==> src/rtl/psram_test_sequencer_if.sv <==
// Bus between the PSRAM test sequencer and its memory controller / observer.
// The master side is the sequencer. The slave side is the controller plus status sink.
interface psram_test_sequencer_if;
  logic        start;
  logic        mem_ready;
  logic [15:0] data_read;
  logic        write_strb;
  logic        read_strb;
  logic [21:0] address;
  logic [15:0] data_write;
  logic [3:0]  step;
  logic        done;
  logic        pass;
  logic        timeout;
  logic [7:0]  err_count;
  logic [21:0] first_fail_addr;

  modport master (
    input  start, mem_ready, data_read,
    output write_strb, read_strb, address, data_write, step,
           done, pass, timeout, err_count, first_fail_addr
  );

  modport slave (
    output start, mem_ready, data_read,
    input  write_strb, read_strb, address, data_write, step,
           done, pass, timeout, err_count, first_fail_addr
  );
endinterface

==> src/rtl/psram_test_sequencer.sv <==
// Write-then-read-back pattern test over NUM_WORDS PSRAM words.
// Every controller handshake wait is bounded by TIMEOUT cycles.
module psram_test_sequencer #(
  parameter int unsigned NUM_WORDS = 256,
  parameter logic [15:0] SEED      = 16'hA5A5,
  parameter int unsigned TIMEOUT   = 1023
) (
  input  logic                   clk,
  input  logic                   rst_n,
  psram_test_sequencer_if.master bus
);

  localparam int unsigned WaitW   = (TIMEOUT < 2) ? 1 : $clog2(TIMEOUT + 1);
  localparam logic [15:0] LastIdx = 16'(NUM_WORDS - 1);

  typedef enum logic [3:0] {
    StIdle     = 4'd0,
    StWaitInit = 4'd1,
    StWrIssue  = 4'd2,
    StWrAck    = 4'd3,
    StWrDone   = 4'd4,
    StRdIssue  = 4'd5,
    StRdAck    = 4'd6,
    StRdDone   = 4'd7,
    StCheck    = 4'd8,
    StFinish   = 4'd9,
    StError    = 4'd10
  } state_e;

  state_e           r_state, w_state_nxt;
  logic [15:0]      r_idx, w_idx_nxt;
  logic [WaitW-1:0] r_wait, w_wait_nxt, w_wait_inc;
  logic             r_wstrb, w_wstrb_nxt;
  logic             r_rstrb, w_rstrb_nxt;
  logic [15:0]      r_wdata, w_wdata_nxt;
  logic [15:0]      r_rdata, w_rdata_nxt;
  logic             r_done, w_done_nxt;
  logic             r_pass, w_pass_nxt;
  logic             r_timeout, w_timeout_nxt;
  logic [7:0]       r_err, w_err_nxt;
  logic [15:0]      r_ffa, w_ffa_nxt;
  logic             w_timed_out;
  logic             w_last;

  function automatic logic [15:0] f_pattern(input logic [15:0] idx);
    f_pattern = {idx[7:0], ~idx[7:0]} ^ SEED;
  endfunction

  always_ff @(posedge clk) begin
    if (!rst_n) begin
      r_state   <= StIdle;
      r_idx     <= '0;
      r_wait    <= '0;
      r_wstrb   <= 1'b0;
      r_rstrb   <= 1'b0;
      r_wdata   <= '0;
      r_rdata   <= '0;
      r_done    <= 1'b0;
      r_pass    <= 1'b0;
      r_timeout <= 1'b0;
      r_err     <= '0;
      r_ffa     <= '0;
    end else begin
      r_state   <= w_state_nxt;
      r_idx     <= w_idx_nxt;
      r_wait    <= w_wait_nxt;
      r_wstrb   <= w_wstrb_nxt;
      r_rstrb   <= w_rstrb_nxt;
      r_wdata   <= w_wdata_nxt;
      r_rdata   <= w_rdata_nxt;
      r_done    <= w_done_nxt;
      r_pass    <= w_pass_nxt;
      r_timeout <= w_timeout_nxt;
      r_err     <= w_err_nxt;
      r_ffa     <= w_ffa_nxt;
    end
  end

  always_comb begin
    w_state_nxt   = r_state;
    w_idx_nxt     = r_idx;
    w_wdata_nxt   = r_wdata;
    w_rdata_nxt   = r_rdata;
    w_done_nxt    = r_done;
    w_pass_nxt    = r_pass;
    w_timeout_nxt = r_timeout;
    w_err_nxt     = r_err;
    w_ffa_nxt     = r_ffa;
    w_wait_inc    = r_wait + 1'b1;
    w_timed_out   = (w_wait_inc == WaitW'(TIMEOUT));
    w_last        = (r_idx == LastIdx);

    unique case (r_state)
      StIdle: begin
        if (bus.start) begin
          w_state_nxt   = StWaitInit;
          w_idx_nxt     = '0;
          w_done_nxt    = 1'b0;
          w_pass_nxt    = 1'b0;
          w_timeout_nxt = 1'b0;
          w_err_nxt     = '0;
          w_ffa_nxt     = '0;
        end
      end
      StWaitInit: begin
        if (bus.mem_ready)    w_state_nxt = StWrIssue;
        else if (w_timed_out) w_state_nxt = StError;
      end
      StWrIssue: w_state_nxt = StWrAck;
      StWrAck: begin
        if (!bus.mem_ready)   w_state_nxt = StWrDone;
        else if (w_timed_out) w_state_nxt = StError;
      end
      StWrDone: begin
        if (bus.mem_ready) begin
          if (w_last) begin
            w_state_nxt = StRdIssue;
            w_idx_nxt   = '0;
          end else begin
            w_state_nxt = StWrIssue;
            w_idx_nxt   = r_idx + 16'd1;
          end
        end else if (w_timed_out) begin
          w_state_nxt = StError;
        end
      end
      StRdIssue: w_state_nxt = StRdAck;
      StRdAck: begin
        if (!bus.mem_ready)   w_state_nxt = StRdDone;
        else if (w_timed_out) w_state_nxt = StError;
      end
      StRdDone: begin
        if (bus.mem_ready) begin
          w_rdata_nxt = bus.data_read;
          w_state_nxt = StCheck;
        end else if (w_timed_out) begin
          w_state_nxt = StError;
        end
      end
      StCheck: begin
        if (r_rdata != f_pattern(r_idx)) begin
          if (r_err == 8'd0)  w_ffa_nxt = r_idx;
          if (r_err != 8'hFF) w_err_nxt = r_err + 8'd1;
        end
        if (w_last) begin
          w_state_nxt = StFinish;
          w_done_nxt  = 1'b1;
          w_pass_nxt  = (w_err_nxt == 8'd0);
        end else begin
          w_state_nxt = StRdIssue;
          w_idx_nxt   = r_idx + 16'd1;
        end
      end
      StFinish: w_state_nxt = StIdle;
      StError:  w_state_nxt = StIdle;
      default:  w_state_nxt = StIdle;
    endcase

    // ERROR is only reachable from a wait state, so this fires on entry only.
    if (w_state_nxt == StError) begin
      w_timeout_nxt = 1'b1;
      w_done_nxt    = 1'b1;
      w_pass_nxt    = 1'b0;
    end

    w_wait_nxt  = (w_state_nxt != r_state) ? '0 : w_wait_inc;
    w_wstrb_nxt = (w_state_nxt == StWrIssue);
    w_rstrb_nxt = (w_state_nxt == StRdIssue);
    if (w_state_nxt == StWrIssue) w_wdata_nxt = f_pattern(w_idx_nxt);
  end

  assign bus.write_strb      = r_wstrb;
  assign bus.read_strb       = r_rstrb;
  assign bus.address         = {6'd0, r_idx};
  assign bus.data_write      = r_wdata;
  assign bus.step            = r_state;
  assign bus.done            = r_done;
  assign bus.pass            = r_pass;
  assign bus.timeout         = r_timeout;
  assign bus.err_count       = r_err;
  assign bus.first_fail_addr = {6'd0, r_ffa};

endmodule

==> src/flat_wrapper.sv <==
// flat-port wrapper written by rule: the top's interface ports become plain ports
module psram_test_sequencer_flat 
#(
  parameter int unsigned NUM_WORDS = 256,
  parameter logic [15:0] SEED      = 16'hA5A5,
  parameter int unsigned TIMEOUT   = 1023
)
  (clk, rst_n, bus_start, bus_mem_ready, bus_data_read, bus_write_strb, bus_read_strb, bus_address, bus_data_write, bus_step, bus_done, bus_pass, bus_timeout, bus_err_count, bus_first_fail_addr);
  psram_test_sequencer_if bus_i ();
  input  logic clk;
  input  logic rst_n;
  input wire logic [$bits(bus_i.start)-1:0] bus_start;
  input wire logic [$bits(bus_i.mem_ready)-1:0] bus_mem_ready;
  input wire logic [$bits(bus_i.data_read)-1:0] bus_data_read;
  output wire logic [$bits(bus_i.write_strb)-1:0] bus_write_strb;
  output wire logic [$bits(bus_i.read_strb)-1:0] bus_read_strb;
  output wire logic [$bits(bus_i.address)-1:0] bus_address;
  output wire logic [$bits(bus_i.data_write)-1:0] bus_data_write;
  output wire logic [$bits(bus_i.step)-1:0] bus_step;
  output wire logic [$bits(bus_i.done)-1:0] bus_done;
  output wire logic [$bits(bus_i.pass)-1:0] bus_pass;
  output wire logic [$bits(bus_i.timeout)-1:0] bus_timeout;
  output wire logic [$bits(bus_i.err_count)-1:0] bus_err_count;
  output wire logic [$bits(bus_i.first_fail_addr)-1:0] bus_first_fail_addr;
  assign bus_i.start = bus_start;
  assign bus_i.mem_ready = bus_mem_ready;
  assign bus_i.data_read = bus_data_read;
  assign bus_write_strb = bus_i.write_strb;
  assign bus_read_strb = bus_i.read_strb;
  assign bus_address = bus_i.address;
  assign bus_data_write = bus_i.data_write;
  assign bus_step = bus_i.step;
  assign bus_done = bus_i.done;
  assign bus_pass = bus_i.pass;
  assign bus_timeout = bus_i.timeout;
  assign bus_err_count = bus_i.err_count;
  assign bus_first_fail_addr = bus_i.first_fail_addr;
  psram_test_sequencer #(.NUM_WORDS(NUM_WORDS), .SEED(SEED), .TIMEOUT(TIMEOUT)) u_core (.clk(clk), .rst_n(rst_n), .bus(bus_i));
endmodule
==> config.mk <==
export PLATFORM = sky130hd
export DESIGN_NAME = psram_test_sequencer_flat
export DESIGN_NICKNAME = d
export VERILOG_FILES = /design/src/rtl/psram_test_sequencer_if.sv /design/src/rtl/psram_test_sequencer.sv /design/src/flat_wrapper.sv
export SDC_FILE = /design/constraint.sdc
export NUM_CORES = 1
export LEC_CHECK = 0
export CAP_MARGIN = 20
export CORE_ASPECT_RATIO = 0.5
export CORE_MARGIN = 3
export CORE_UTILIZATION = 50
export DETAILED_ROUTE_END_ITERATION = 10
export PLACE_DENSITY = 0.78
export SLEW_MARGIN = 20
export SYNTH_ARGS = -nofsm -noshare
export SYNTH_HDL_FRONTEND = slang
export SYNTH_SLANG_ARGS = --single-unit
==> constraint.sdc <==
create_clock -name clk -period 2.78 [get_ports clk]
set_input_delay 0.556 -clock clk [delete_from_list [all_inputs] [get_ports clk]]
set_output_delay 0.556 -clock clk [all_outputs]
set_load 0.005 [all_outputs]
==> run_results.csv, run 1 <==
group,metric,value,unit
route,wl,12.3,mm
sta,max-slew-margin-rel,49.4,%
sta,finalHoldViolCount,0,
place,pre_cts_ws,-0.153,ns
critical_path,critPathArrivalTime,2.92,ns
layout,antenna-diode-count,0,
synth,netlist_area,4550,µm²
die,die-area,10400,µm²
route,ant_nets,0,
cts,root_buffer,"clkbuf_16",
pwr,ir_drop,0.429,mV
route,wire_per_inst,15.9,µm
sta,final.period_utilization,95.3,%
pwr,p_sw,698,µW
global_routing,antenna_found_initial,0,
die,core-area,8400,µm²
synth,yosysTopAreaCellShare,40.0,%
critical_path,r2r_start,"u_core.r_wait[1]",
cts,cts.path.max_buffers,2,
pwr,p_comb_share,11.6,%
cts,cts_num_sinks,91,
sta,finalSetupViolations,0,
layout,utilization,72.9,%
synth,synthFlopType,"dfxtp_1",
cts,numCtsBuffers,9,
layout,nets,687,
synth,synth_warnings,0,
synth,netlist_instances,544,
cts,htree_levels,3,
synth,synth-seq-cells,91,
sta,setup_ws,0.131,ns
synth,synth_edf_count,0,
die,ios,97,
worst_hold_path,holdPathStages,2,
worst_hold_path,hold_class,"register to register",
layout,final_common_cell,"dfxtp_1",
flow_run,drv_cap,0,
critical_path,crit_type,"input pin to register",
layout,most-common-layout-cells,"dfxtp_1 (89), clkdlybuf4s50_1 (84), nand2_1 (66)",
critical_path,r2r-end,"u_core.bus.data_write[13]",
cts,cts_tree,"yes",
worst_hold_path,min-delay-start,"u_core.r_ffa[9]",
global_routing,grt_first_pass_wirelength,20.4,mm
synth,synthTopCellsByArea,"dfxtp_1 (40%), mux2i_1 (6.6%), nand2_1 (5.4%), nor2_1 (4.2%), a21oi_1 (3.7%)",
worst_hold_path,min_to,"u_core.r_ffa[9]",
pwr,p_sw_share,22.9,%
pwr,p_seq_share,44.8,%
sta,min_period,2.65,ns
critical_path,r2r_cells,10,
pwr,power,3040,µW
die,start_util,54.2,%
sta,tightest_slew,0.756,ns
synth,synth_cell_types,63,
synth,synth-seq-area-share,40.0,%
pwr,pwr-share-clk,43.5,%
cts,cts_hold_buffers,0,
synth,synth_area_per_cell,8.37,µm²
die,fp.dieW,141,µm
layout,syn2layout_area_growth,34.6,%
place,place_congestion,0.968,
critical_path,path_max_fanout,13,
critical_path,critPathCaptureType,"register",
critical_path,r2r_slack,0.14,ns
layout,layout-drive-gt1-share,13.2,%
critical_path,start_kind,"input pin",
route,vias,4381,
sta,fmax,378,MHz
global_routing,grt_pass1_vias,4151,
global_routing,grt_usage,24.7,%
cts,clock_latency,0.34,ns
route,vias_per_cell,5.64,
die,rows,23,
critical_path,required,3.05,ns
sta,fin_skew,0.00989,ns
sta,final_max_slew_viol_count,0,
pwr,p_int,2350,µW
pwr,power_density,497,nW/µm²
cts,clk_pin_slew,0.06,ns
global_routing,grt.overflow.total,0,
die,die_y,73.5,µm
route,drc,0,
route,drt-initial-drc-count,344,
place,port_buffers,84,
sta,hold_ws,0.452,ns
pwr,p_leak,0.00228,µW
synth,synthArstFlopShare,0,%
status,outcome,"finished clean",
global_routing,grt_max_degree,37,
sta,fin_setup_tns,0,ns
place,dp_hpwl,8.83,mm
route,drt-pass1-iter-count,5,
synth,yosys.area.top_type,"dfxtp_1",
[critical path, cell delays in order]
cell and delay, ns:
clkdlybuf4s50_1 0.52, buf_4 0.20, nor3b_1 0.15, o21ai_0 0.12, o41a_1 0.50, nor4b_4 0.36, buf_12 0.16, buf_12 0.14
mux2i_1 0.21
[cells in the mapped netlist (all sizes together) (4+ instances only)]
master and number:
a21oi 34, and2 11, and3 6, and3b 9
and4 5, buf 16, clkbuf 23, dfxtp 91
ha 6, inv 18, mux2i 30, nand2 66
nand2b 5, nand3 25, nand4 6, nor2 51
nor3 16, nor3b 10, nor4 5, o21a 5
o21ai 25, o22ai 6, or2 5, or3 7
xnor2 4, xor2 9
[power groups by stage]
stage	registers (µW)	clock network, µW	logic, µW
after detailed placement	1390	0	346
after floorplan	1380	0	202
final	1370	1330	355
after global placement	1390	0	340
after global routing	1370	1400	385
after CTS	1360	1350	349
[cell families after synthesis]
logic type / after synthesis / synth area share, %
compound gates: 107 / 14.9
xor+xnor: 13 / 2.50
fa+ha+maj: 6 / 1.65
buf+inv: 57 / 6.30
flops: 91 / 40.0
mux: 33 / 7.34
other cells: 1 / 0.0824
simple gates: 236 / 27.2
[flip-flops by register name, indices dropped and copies added (netlist names)]
signal,flops
u_core.bus.data_write,16
u_core.bus.done,1
u_core.bus.err_count,8
u_core.bus.pass,1
u_core.bus.read_strb,1
u_core.bus.step,4
u_core.bus.timeout,1
u_core.bus.write_strb,1
u_core.r_ffa,16
u_core.r_idx,16
u_core.r_rdata,16
u_core.r_wait,10
[layout make-up]
cell class              instances  area (µm²)
multi-input cells             407        2520
well taps                     112         140
inverters                      18        67.6
repair buffers                134        1240
flip-flops and latches         91        1830
fillers                       670        2280
clock buffers                  11         253
clock inverters                 4        73.8
[per-layer routing]
metal,track usage (%),share of wire [%],vias to the layer above
li1,-,-,2147
met1,32.1,45,2055
met2,39.4,46,158
met3,7.74,7.8,21
met4,8.70,1.6,0
met5,0,0,-
[how the worst max path moves through the flow]
| stage | from | endpoint | slack (ns) |
|---|---|---|---|
| after global placement | bus_mem_ready | u_core.bus.data_write[7] | -0.08 |
| after floorplan | u_core.r_wait[0] | u_core.bus.data_write[0] | 0.21 |
| after detailed placement | bus_mem_ready | u_core.bus.data_write[13] | -0.15 |
| after CTS | u_core.r_wait[0] | u_core.bus.data_write[13] | 0.02 |
| final | bus_mem_ready | u_core.bus.data_write[13] | 0.13 |
| after global routing | u_core.r_wait[1] | u_core.bus.data_write[13] | -0.004 |
[through the flow]
| step | instance area, µm² | cells |
|---|---|---|
| final | 6120 | 777 |
| after global routing | 6120 | 777 |
| after CTS | 6080 | 776 |
| after detailed placement | 5750 | 761 |
| after global placement | 5750 | 761 |
| after floorplan | 4590 | 555 |
[repair_timing]
action | 4_1_cts | 5_1_grt
pin swaps | 1 | 3
gates resized for setup | 1 | 9
setup buffers | 0 | 1
gates cloned | 0 | 0
setup endpoints to repair | 5 | 26
No activity file was read; power rests on OpenSTA's default activity.
==> run 2, diff against run 1 <==
--- a/config.mk
+++ b/config.mk
@@ -10,7 +10,7 @@
 export CORE_MARGIN = 3
 export CORE_UTILIZATION = 50
 export DETAILED_ROUTE_END_ITERATION = 10
-export PLACE_DENSITY = 0.78
+export PLACE_DENSITY = 0.84
 export SLEW_MARGIN = 20
 export SYNTH_ARGS = -nofsm -noshare
 export SYNTH_HDL_FRONTEND = slang
==> run_results.csv, run 2 (same netlist as run 1, synthesis figures left out) <==
group,metric,value,unit
status,outcome,"finished clean",
critical_path,slowest_delay,0.35,ns
critical_path,cpMostUsedCell,"buf_4",
place,place_congestion,0.879,
route,vias_per_cell,5.68,
layout,final_common_cell,"dfxtp_1",
critical_path,critical_path_depth,11,
cts,cts_num_sinks,91,
global_routing,grt_pass1_vias,4073,
critical_path,r2r_start,"u_core.r_idx[0]",
pwr,ir_drop,0.314,mV
global_routing,grt_usage,24.0,%
sta,min_period,2.68,ns
die,fp.dieW,141,µm
sta,fmax,373,MHz
route,vias,4417,
global_routing,antenna_found_initial,0,
global_routing,grtUsageMet2,38.7,%
critical_path,r2r_cells,11,
critical_path,critPathCaptureType,"register",
cts,htree_levels,3,
pwr,p_int,2140,µW
place,dpl_cell_area,5740,µm²
pwr,p_leak,0.00226,µW
sta,fin_skew,0.00395,ns
place,place_inst,761,
layout,postLayoutCellArea,6070,µm²
pwr,power_density,481,nW/µm²
route,wl,12.5,mm
route,ant_nets,0,
sta,final.period_utilization,96.5,%
critical_path,required,3.05,ns
layout,antenna-diode-count,0,
place,port_buffers,84,
cts,clk_pin_slew,0.07,ns
worst_hold_path,hold_class,"register to register",
sta,final_max_slew_viol_count,0,
layout,fin_cells,777,
cts,root_buffer,"clkbuf_16",
route,drc,0,
critical_path,r2r_slack,0.1,ns
global_routing,grt_max_degree,32,
global_routing,grt.overflow.total,0,
cts,numCtsBuffers,9,
pwr,p_seq_share,46.7,%
route,drt-pass1-iter-count,5,
place,dp_hpwl,8.91,mm
cts,cts_tree,"yes",
critical_path,cpLargestDelayFamily,"simple AND/OR/NAND/NOR gates",
critical_path,path_max_fanout,11,
route,wire_per_inst,16.1,µm
sta,finalHoldViolCount,0,
sta,finalSetupViolations,0,
critical_path,path_cells,"ha_1 > and4_1 > and4_2 > inv_2 > buf_4 > a211oi_1 > o31ai_2 > nor4b_4 > buf_4 > buf_12 > mux2i_1",
cts,cts_hold_buffers,0,
global_routing,met1_usage,32.0,%
global_routing,grt_first_pass_wirelength,19.9,mm
die,rows,23,
layout,fill_cells,633,
sta,fin_setup_tns,0,ns
critical_path,r2r-end,"u_core.bus.data_write[2]",
global_routing,met3_usage,7.35,%
critical_path,critPathArrivalTime,2.95,ns
critical_path,crit_type,"register to register",
global_routing,busiest_layer,"met2",
layout,layout-drive-gt1-share,13.2,%
critical_path,critPathCapture,"u_core.bus.data_write[2]",
sta,tightest_slew,0.740,ns
cts,cts.path.max_buffers,2,
pwr,p_comb_share,12.0,%
route,drt-initial-drc-count,359,
critical_path,cp-startpoint,"u_core.r_idx[0]",
pwr,pwr-share-clk,41.3,%
die,core-area,8400,µm²
cts,clock_latency,0.34,ns
die,die-area,10400,µm²
die,ios,97,
critical_path,crit_buf_inv,4,
sta,max-slew-margin-rel,50.4,%
critical_path,start_kind,"register",
layout,most-common-layout-cells,"dfxtp_1 (89), clkdlybuf4s50_1 (84), nand2_1 (66)",
flow_run,drv_cap,0,
critical_path,crit_slowest_cell,"dfxtp_1",
pwr,p_sw,779,µW
die,die_y,73.5,µm
pwr,p_sw_share,26.7,%
die,start_util,54.2,%
layout,syn2layout_area_growth,33.4,%
layout,nets,686,
## run 2: routing by layer
layer  share of wire [%]  vias to the layer above  wire length (µm)
met1                  45                     2055              5630
met3                 8.0                       21               997
met4                 1.4                        0               178
li1                    -                     2139                 -
met2                  46                      202              5680
met5                   0                        -                 0
## run 2: layout make-up
type                       instances  area (µm²)  share of cell area, %
multi-input combinational        407        2520                   41.5
timing repair buffer             133        1220                   20.1
inverter                          18        67.6                   1.11
clock inverter                     7        71.3                   1.17
clock buffer                       9         225                   3.71
sequential                        91        1820                   30.0
tap                              112         140                   2.31
## run 2: power groups by stage
stage                     combinational [µW]  sequential (µW)  clock, µW
after CTS                                345             1360       1230
after floorplan                          202             1380          0
after detailed placement                 341             1390          0
final                                    350             1360       1210
after global routing                     379             1370       1280
after global placement                   337             1390          0
## run 2: how the worst min path moves through the flow
stage | end | from | cells past startpoint | slack [ns]
2_1_floorplan | u_core.r_ffa[15] | u_core.r_ffa[15] | 2 | 0.45
3_3_place_gp | u_core.r_ffa[13] | u_core.r_ffa[13] | 2 | 0.44
3_5_place_dp | u_core.r_ffa[7] | u_core.r_ffa[7] | 2 | 0.45
4_1_cts | u_core.r_ffa[13] | u_core.r_ffa[13] | 2 | 0.46
5_1_grt | u_core.r_ffa[7] | u_core.r_ffa[7] | 2 | 0.47
6_report | u_core.r_ffa[7] | u_core.r_ffa[7] | 2 | 0.45
## run 2: metrics by stage
step                total power [µW]  setup WS, ns  util, %  hold slack (ns)
detailed placement              1730       -0.0915     68.3            0.448
floorplan                       1590         0.210        -            0.448
global placement                1730        -0.100     68.3            0.438
finish                          2920        0.0979     72.2            0.452
CTS                             2930        0.0182     71.9            0.457
global route                    3030      -0.00863     72.2            0.471
## run 2: repair_timing
| item | 4_1_cts | 5_1_grt |
|---|---|---|
| setup buffers | 0 | 0 |
| pin swaps | 0 | 1 |
| resized for setup | 1 | 8 |
| setup endpoints to repair | 1 | 23 |
## run 2: worst min-delay path, cell delays in order, from the launching register on
cell	delay, ns
dfxtp_1	0.31
nand2_1	0.05
a21oi_1	0.05
